==> src/rtl/load_store_unit_pkg.sv <==
// Shared constants and types for the load/store sequencer and its bus.
package load_store_unit_pkg;
  localparam int unsigned WORD_SIZE = 19;
  localparam int unsigned DM_DEPTH  = 1024;
  localparam int unsigned DM_AW     = $clog2(DM_DEPTH);

  typedef enum logic [2:0] {
    IDLE,
    ISSUE_WR,
    ISSUE_RD,
    WAIT_RD,
    RESP
  } lsu_state_t;

  // Only in-range addresses are latched, so the memory index width suffices.
  typedef struct packed {
    logic                 we;
    logic [DM_AW-1:0]     addr;
    logic [WORD_SIZE-1:0] wdata;
  } lsu_req_t;
endpackage

==> src/rtl/load_store_unit_if.sv <==
// Request/response handshake bus between the execute stage and the LSU.
interface load_store_unit_if;
  import load_store_unit_pkg::*;

  logic                 req_valid;
  logic                 req_ready;
  logic                 req_we;
  logic [WORD_SIZE-1:0] req_addr;
  logic [WORD_SIZE-1:0] req_wdata;
  logic                 resp_valid;
  logic                 resp_ready;
  logic [WORD_SIZE-1:0] resp_rdata;
  logic                 resp_fault;

  modport master (
    output req_valid, req_we, req_addr, req_wdata, resp_ready,
    input  req_ready, resp_valid, resp_rdata, resp_fault
  );

  modport slave (
    input  req_valid, req_we, req_addr, req_wdata, resp_ready,
    output req_ready, resp_valid, resp_rdata, resp_fault
  );
endinterface

==> src/rtl/load_store_unit.sv <==
// Load/store sequencer: accepts one request, range-checks it, drives the
// data memory and returns a single response.
module load_store_unit
  import load_store_unit_pkg::*;
#(
  parameter int unsigned CNT_W = 16
) (
  input  logic                 i_clk,
  input  logic                 i_rst,
  load_store_unit_if.slave     bus,
  output logic                 o_dm_wr_en,
  output logic                 o_dm_rd_en,
  output logic [DM_AW-1:0]     o_dm_addr,
  output logic [WORD_SIZE-1:0] o_dm_wdata,
  input  logic [WORD_SIZE-1:0] i_dm_rdata,
  output logic [CNT_W-1:0]     o_fault_count
);

  lsu_state_t           r_state;
  lsu_state_t           w_next;
  lsu_req_t             r_req;
  logic [WORD_SIZE-1:0] r_resp_rdata;
  logic                 r_resp_fault;
  logic [CNT_W-1:0]     r_fault_count;
  logic                 w_accept;
  logic                 w_oor;

  assign w_oor         = bus.req_addr >= WORD_SIZE'(DM_DEPTH);
  assign bus.req_ready = (r_state == IDLE) && !i_rst;
  assign w_accept      = bus.req_valid && bus.req_ready;

  assign bus.resp_valid = (r_state == RESP);
  assign bus.resp_rdata = r_resp_rdata;
  assign bus.resp_fault = r_resp_fault;
  assign o_fault_count  = r_fault_count;

  // Memory address/data come straight from the latched request; since only
  // in-range fields are latched they hold their last driven value otherwise.
  assign o_dm_addr  = r_req.addr;
  assign o_dm_wdata = r_req.wdata;

  // State register.
  always_ff @(posedge i_clk) begin
    if (i_rst) r_state <= IDLE;
    else       r_state <= w_next;
  end

  // Next-state decode and memory strobes (strobes suppressed during reset).
  always_comb begin
    w_next     = r_state;
    o_dm_wr_en = 1'b0;
    o_dm_rd_en = 1'b0;
    case (r_state)
      IDLE: begin
        if (w_accept) begin
          if (w_oor)            w_next = RESP;
          else if (bus.req_we)  w_next = ISSUE_WR;
          else                  w_next = ISSUE_RD;
        end
      end
      ISSUE_WR: begin
        o_dm_wr_en = !i_rst && r_req.we;
        w_next     = RESP;
      end
      ISSUE_RD: begin
        o_dm_rd_en = !i_rst && !r_req.we;
        w_next     = WAIT_RD;
      end
      WAIT_RD: w_next = RESP;
      RESP: begin
        if (bus.resp_ready) w_next = IDLE;
      end
      default: w_next = IDLE;
    endcase
  end

  // Request latch: address only when in range, data only for in-range stores.
  always_ff @(posedge i_clk) begin
    if (i_rst) begin
      r_req <= '0;
    end else if (w_accept) begin
      r_req.we <= bus.req_we;
      if (!w_oor) begin
        r_req.addr <= bus.req_addr[DM_AW-1:0];
        if (bus.req_we) r_req.wdata <= bus.req_wdata;
      end
    end
  end

  // Response registers: cleared on acceptance, load data captured in WAIT_RD.
  always_ff @(posedge i_clk) begin
    if (i_rst) begin
      r_resp_rdata <= '0;
      r_resp_fault <= 1'b0;
    end else if (w_accept) begin
      r_resp_rdata <= '0;
      r_resp_fault <= w_oor;
    end else if (r_state == WAIT_RD) begin
      r_resp_rdata <= i_dm_rdata;
    end
  end

  // Saturating count of out-of-range requests.
  always_ff @(posedge i_clk) begin
    if (i_rst) begin
      r_fault_count <= '0;
    end else if (w_accept && w_oor && (r_fault_count != '1)) begin
      r_fault_count <= r_fault_count + CNT_W'(1);
    end
  end

endmodule

==> src/flat_wrapper.sv <==
// flat-port wrapper written by rule: the top's interface ports become plain ports
module load_store_unit_flat import load_store_unit_pkg::*;
#(
  parameter int unsigned CNT_W = 16
)
  (i_clk, i_rst, o_dm_wr_en, o_dm_rd_en, o_dm_addr, o_dm_wdata, i_dm_rdata, o_fault_count, bus_req_valid, bus_req_we, bus_req_addr, bus_req_wdata, bus_resp_ready, bus_req_ready, bus_resp_valid, bus_resp_rdata, bus_resp_fault);
  load_store_unit_if bus_i ();
  input  logic i_clk;
  input  logic i_rst;
  output logic o_dm_wr_en;
  output logic o_dm_rd_en;
  output logic [DM_AW-1:0] o_dm_addr;
  output logic [WORD_SIZE-1:0] o_dm_wdata;
  input  logic [WORD_SIZE-1:0] i_dm_rdata;
  output logic [CNT_W-1:0] o_fault_count;
  input wire logic [$bits(bus_i.req_valid)-1:0] bus_req_valid;
  input wire logic [$bits(bus_i.req_we)-1:0] bus_req_we;
  input wire logic [$bits(bus_i.req_addr)-1:0] bus_req_addr;
  input wire logic [$bits(bus_i.req_wdata)-1:0] bus_req_wdata;
  input wire logic [$bits(bus_i.resp_ready)-1:0] bus_resp_ready;
  output wire logic [$bits(bus_i.req_ready)-1:0] bus_req_ready;
  output wire logic [$bits(bus_i.resp_valid)-1:0] bus_resp_valid;
  output wire logic [$bits(bus_i.resp_rdata)-1:0] bus_resp_rdata;
  output wire logic [$bits(bus_i.resp_fault)-1:0] bus_resp_fault;
  assign bus_i.req_valid = bus_req_valid;
  assign bus_i.req_we = bus_req_we;
  assign bus_i.req_addr = bus_req_addr;
  assign bus_i.req_wdata = bus_req_wdata;
  assign bus_i.resp_ready = bus_resp_ready;
  assign bus_req_ready = bus_i.req_ready;
  assign bus_resp_valid = bus_i.resp_valid;
  assign bus_resp_rdata = bus_i.resp_rdata;
  assign bus_resp_fault = bus_i.resp_fault;
  load_store_unit #(.CNT_W(CNT_W)) u_core (.i_clk(i_clk), .i_rst(i_rst), .bus(bus_i), .o_dm_wr_en(o_dm_wr_en), .o_dm_rd_en(o_dm_rd_en), .o_dm_addr(o_dm_addr), .o_dm_wdata(o_dm_wdata), .i_dm_rdata(i_dm_rdata), .o_fault_count(o_fault_count));
endmodule
==> config.mk <==
export PLATFORM = sky130hd
export DESIGN_NAME = load_store_unit_flat
export DESIGN_NICKNAME = d
export VERILOG_FILES = /design/src/rtl/load_store_unit_pkg.sv /design/src/rtl/load_store_unit_if.sv /design/src/rtl/load_store_unit.sv /design/src/flat_wrapper.sv
export SDC_FILE = /design/constraint.sdc
export NUM_CORES = 1
export LEC_CHECK = 0
export ABC_AREA = 0
export CORE_ASPECT_RATIO = 1.2
export CORE_UTILIZATION = 40
export DETAILED_ROUTE_END_ITERATION = 10
export PLACE_DENSITY = 0.77
export SLEW_MARGIN = 20
export SYNTH_ARGS = -nofsm -noshare
export SYNTH_HDL_FRONTEND = slang
export SYNTH_SLANG_ARGS = --single-unit
==> constraint.sdc <==
create_clock -name i_clk -period 2.9 [get_ports i_clk]
set_input_delay 0.87 -clock i_clk [delete_from_list [all_inputs] [get_ports i_clk]]
set_output_delay 0.87 -clock i_clk [all_outputs]
set_load 0.05 [all_outputs]
==> results of run 1 <==
-- report_power, final --
group	internal, W	switching [W]
combinational	0.000177	0.000205
sequential	0.000975	0.0000288
clock	0.000417	0.000355
total	0.00157	0.000588
-- logic make-up (layout without fill, tap and decap cells) --
logic type	Yosys count	after routing	share of synthesized area
flops	69	69	0.462
mux	17	17	0.0586
xor+xnor	2	2	0.00586
simple gates	165	165	0.258
compound gates	61	61	0.106
fa+ha+maj	1	1	0.00419
buf+inv	50	160	0.105
-- layer usage --
| metal | part of all wire | wire length (microns) | GRT usage |
|---|---|---|---|
| met1 | 0.41 | 2910 | 0.197 |
| met2 | 0.48 | 3360 | 0.317 |
| met3 | 0.078 | 547 | 0.0509 |
| met4 | 0.031 | 220 | 0.102 |
| met5 | 0 | 0 | 0 |
-- final cells by class --
type	count	area [sq um]
fill	658	2790
timing repair buffer	142	1430
sequential	69	1380
multi-input combinational	246	1310
clock buffer	10	138
tap	90	113
clock inverter	6	62.6
inverter	2	7.51
-- worst max path at each step --
stage / slack (ps) / end / cells after the start
finish: 320 / o_dm_wr_en / 4
CTS: 50 / bus_resp_valid / 3
global placement: 50 / u_core.o_fault_count[11] / 6
floorplan: -180 / o_dm_wr_en / 3
global route: 260 / u_core.o_fault_count[11] / 6
detailed placement: 20 / u_core.o_fault_count[11] / 6
-- cells in the final DEF (no fill, tap or decap), types with 4 or more instances in the layout --
| cell type | instances |
|---|---|
| buf_4 | 11 |
| clkdlybuf4s50_1 | 125 |
| nor2b_1 | 4 |
| or3_1 | 6 |
| mux2i_1 | 13 |
| and3_1 | 6 |
| mux2_2 | 4 |
| clkbuf_8 | 10 |
| o21ai_0 | 7 |
| nand4_1 | 4 |
| nor3_1 | 4 |
| nor2_1 | 28 |
| nand3_1 | 7 |
| a21oi_1 | 49 |
| dfxtp_1 | 69 |
| buf_12 | 4 |
| nand2_1 | 86 |
-- per-stage QoR --
stage	setup TNS, ps	std cells	hold WS, ps
5_1_grt	0	565	470
3_3_place_gp	0	549	432
3_5_place_dp	0	549	443
6_report	0	565	447
4_1_cts	0	565	452
2_1_floorplan	-479	365	437
-- worst max-delay path: cells and delay by family --
kind                   cells  cell delay (ps)
buffers and inverters      3              510
AND/OR/NAND/NOR            1              330
-- sequential cells by signal (all words and copies together) (netlist names) --
| signal | count |
|---|---|
| u_core.r_req | 1 |
| u_core.bus.resp_rdata | 19 |
| u_core.o_dm_addr | 10 |
| u_core.bus.resp_fault | 1 |
| u_core.r_state | 3 |
| u_core.o_dm_wdata | 19 |
| u_core.o_fault_count | 16 |
==> summary.md, run 1 <==
| Metric | Value |
|---|---|
| Status | `completed` |
| DR pass1 iterations | `6` |
| Max-slew violation count | `0` |
| Initial antenna violation count | `0` |
| Worst-path cell chain | `buf_2 > buf_4 > nor4_2 > buf_12` |
| Origin of the critical flop-to-flop path | `u_core.o_fault_count[4]` |
| Tmin final | `2580 ps` |
| Cells on worst reg2reg path | `6` |
| H-tree depth | `3` |
| Layout Nets | `533` |
| Max transition margin | `0.519` |
| Seq/Total Area, Yosys | `0.462` |
| Skew final | `5.74 ps` |
| Area after DPL | `4240 sq um` |
| TritonCTS clock tree | `done` |
| # rows | `34` |
| Hold Crit Depth | `2` |
| GRT overflow | `0` |
| Post-synth top area share | `0.462` |
| Critical path's largest stage delay | `330 ps` |
| CP arrival | `1710 ps` |
| Sink Count | `69` |
| Die W | `80.9 microns` |
| Flops & latches, synth | `69` |
| Yosys top cell by area | `dfxtp_1` |
| Share of layout cells above drive strength 1 | `0.0926` |
| Synthesis Warnings | `0` |
| Initial Util | `0.413` |
| # Post-CTS Setup Buffers | `0` |
| FF-to-FF End | `u_core.o_fault_count[14]` |
| Worst-skew pair later-pin latency | `340 ps` |
| Startpoint types | `input port` |
| Maximum root-to-sink buffer count | `2` |
| Ranking of synthesized cells by instance count | `nand2_1, dfxtp_1, a21oi_1` |
| Cts-stage hold buffer count | `0` |
| Hold Startpoint | `u_core.bus.resp_fault` |
| Root Buffer | `clkbuf_8` |
| Worst Hold Class | `flip-flop to flip-flop` |
| Max Cap Viol | `0` |
| Area delta synth->final | `48.7%` |
| Final RePlAce weighted congestion | `0.766` |
| Hold worst-path end | `u_core.bus.resp_fault` |
| DRC | `0` |
| Mapped Area | `2990 sq um` |
| FF-to-FF setup slack | `700 ps` |
| Worst Tran Pin Value | `722 ps` |
| Via-to-Cell Ratio | `4.93` |
| First-pass GRT wire length | `11300 microns` |
| DRT iter0 DRCs | `116` |
| Count of input and output buffers | `130` |
| Die Height | `96.7 microns` |
| Core area | `7230 sq um` |
| Crit-path max FO | `20` |
| Largest net degree at the start of global routing | `38` |
| Fin crit share | `0.891` |
| Tot GR Track Use | `0.184` |
| Leakage | `1.56 nW` |
| CTS Buf Count | `9` |
| Crit Path Category | `input port to output pin` |
| Pwr dens | `485 nW/um^2` |
| Yosys cell types | `38` |
| Most common cell in the netlist | `nand2_1` |
| Place WS | `18.1 ps` |
| Max Clk Rate | `0.387 GHz` |
| Antenna fix cells | `0` |
| Hold Violations, Final | `0` |
| Routed WL | `7040 microns` |
| Setup crit start | `i_rst` |
| Post-CTS resize count | `0` |
| Peak supply drop | `0.314 mV` |
| Net Count, Synth | `428` |
| Post-route cell area | `4450 sq um` |
| Antenna viol nets, final | `0` |
| Routed WL per cell | `12.5 microns` |
| Crit path required time | `2030 ps` |
| # IOs | `131` |
| Synth top area cells | `dfxtp_1, nand2_1, a21oi_1` |
| Vias in the first global route | `2620` |
| Number of flops mapped to enable cells by yosys | `0` |
| Synthesized area per cell | `8.19 sq um` |
| FFs w/ async S/R, synth | `0` |
| Via count | `2784` |
| Post-detail-place hpwl | `5160 microns` |
| Slowest cell on the critical path | `nor4_2` |
| Final setup fails | `0` |
| RSZ-0062 raised after global routing | `false` |
| Clk pin slew, worst setup/hold paths | `70 ps` |
| Main synth FF type | `dfxtp_1` |
| Final WS setup | `317 ps` |
| Final Util | `0.615` |
| PnR Total Power | `0.00216 W` |
| Synthesized instance count | `365` |
| DIE AREA | `7820 sq um` |
| CP Capture Type | `output pin` |
Power figures use the tool's default switching activity.
==> run 2: changes to the inputs <==
CAP_MARGIN = 40   (was unset)
==> results of run 2 <==
The final DEF is identical to that of run 1; final timing and power are the same.
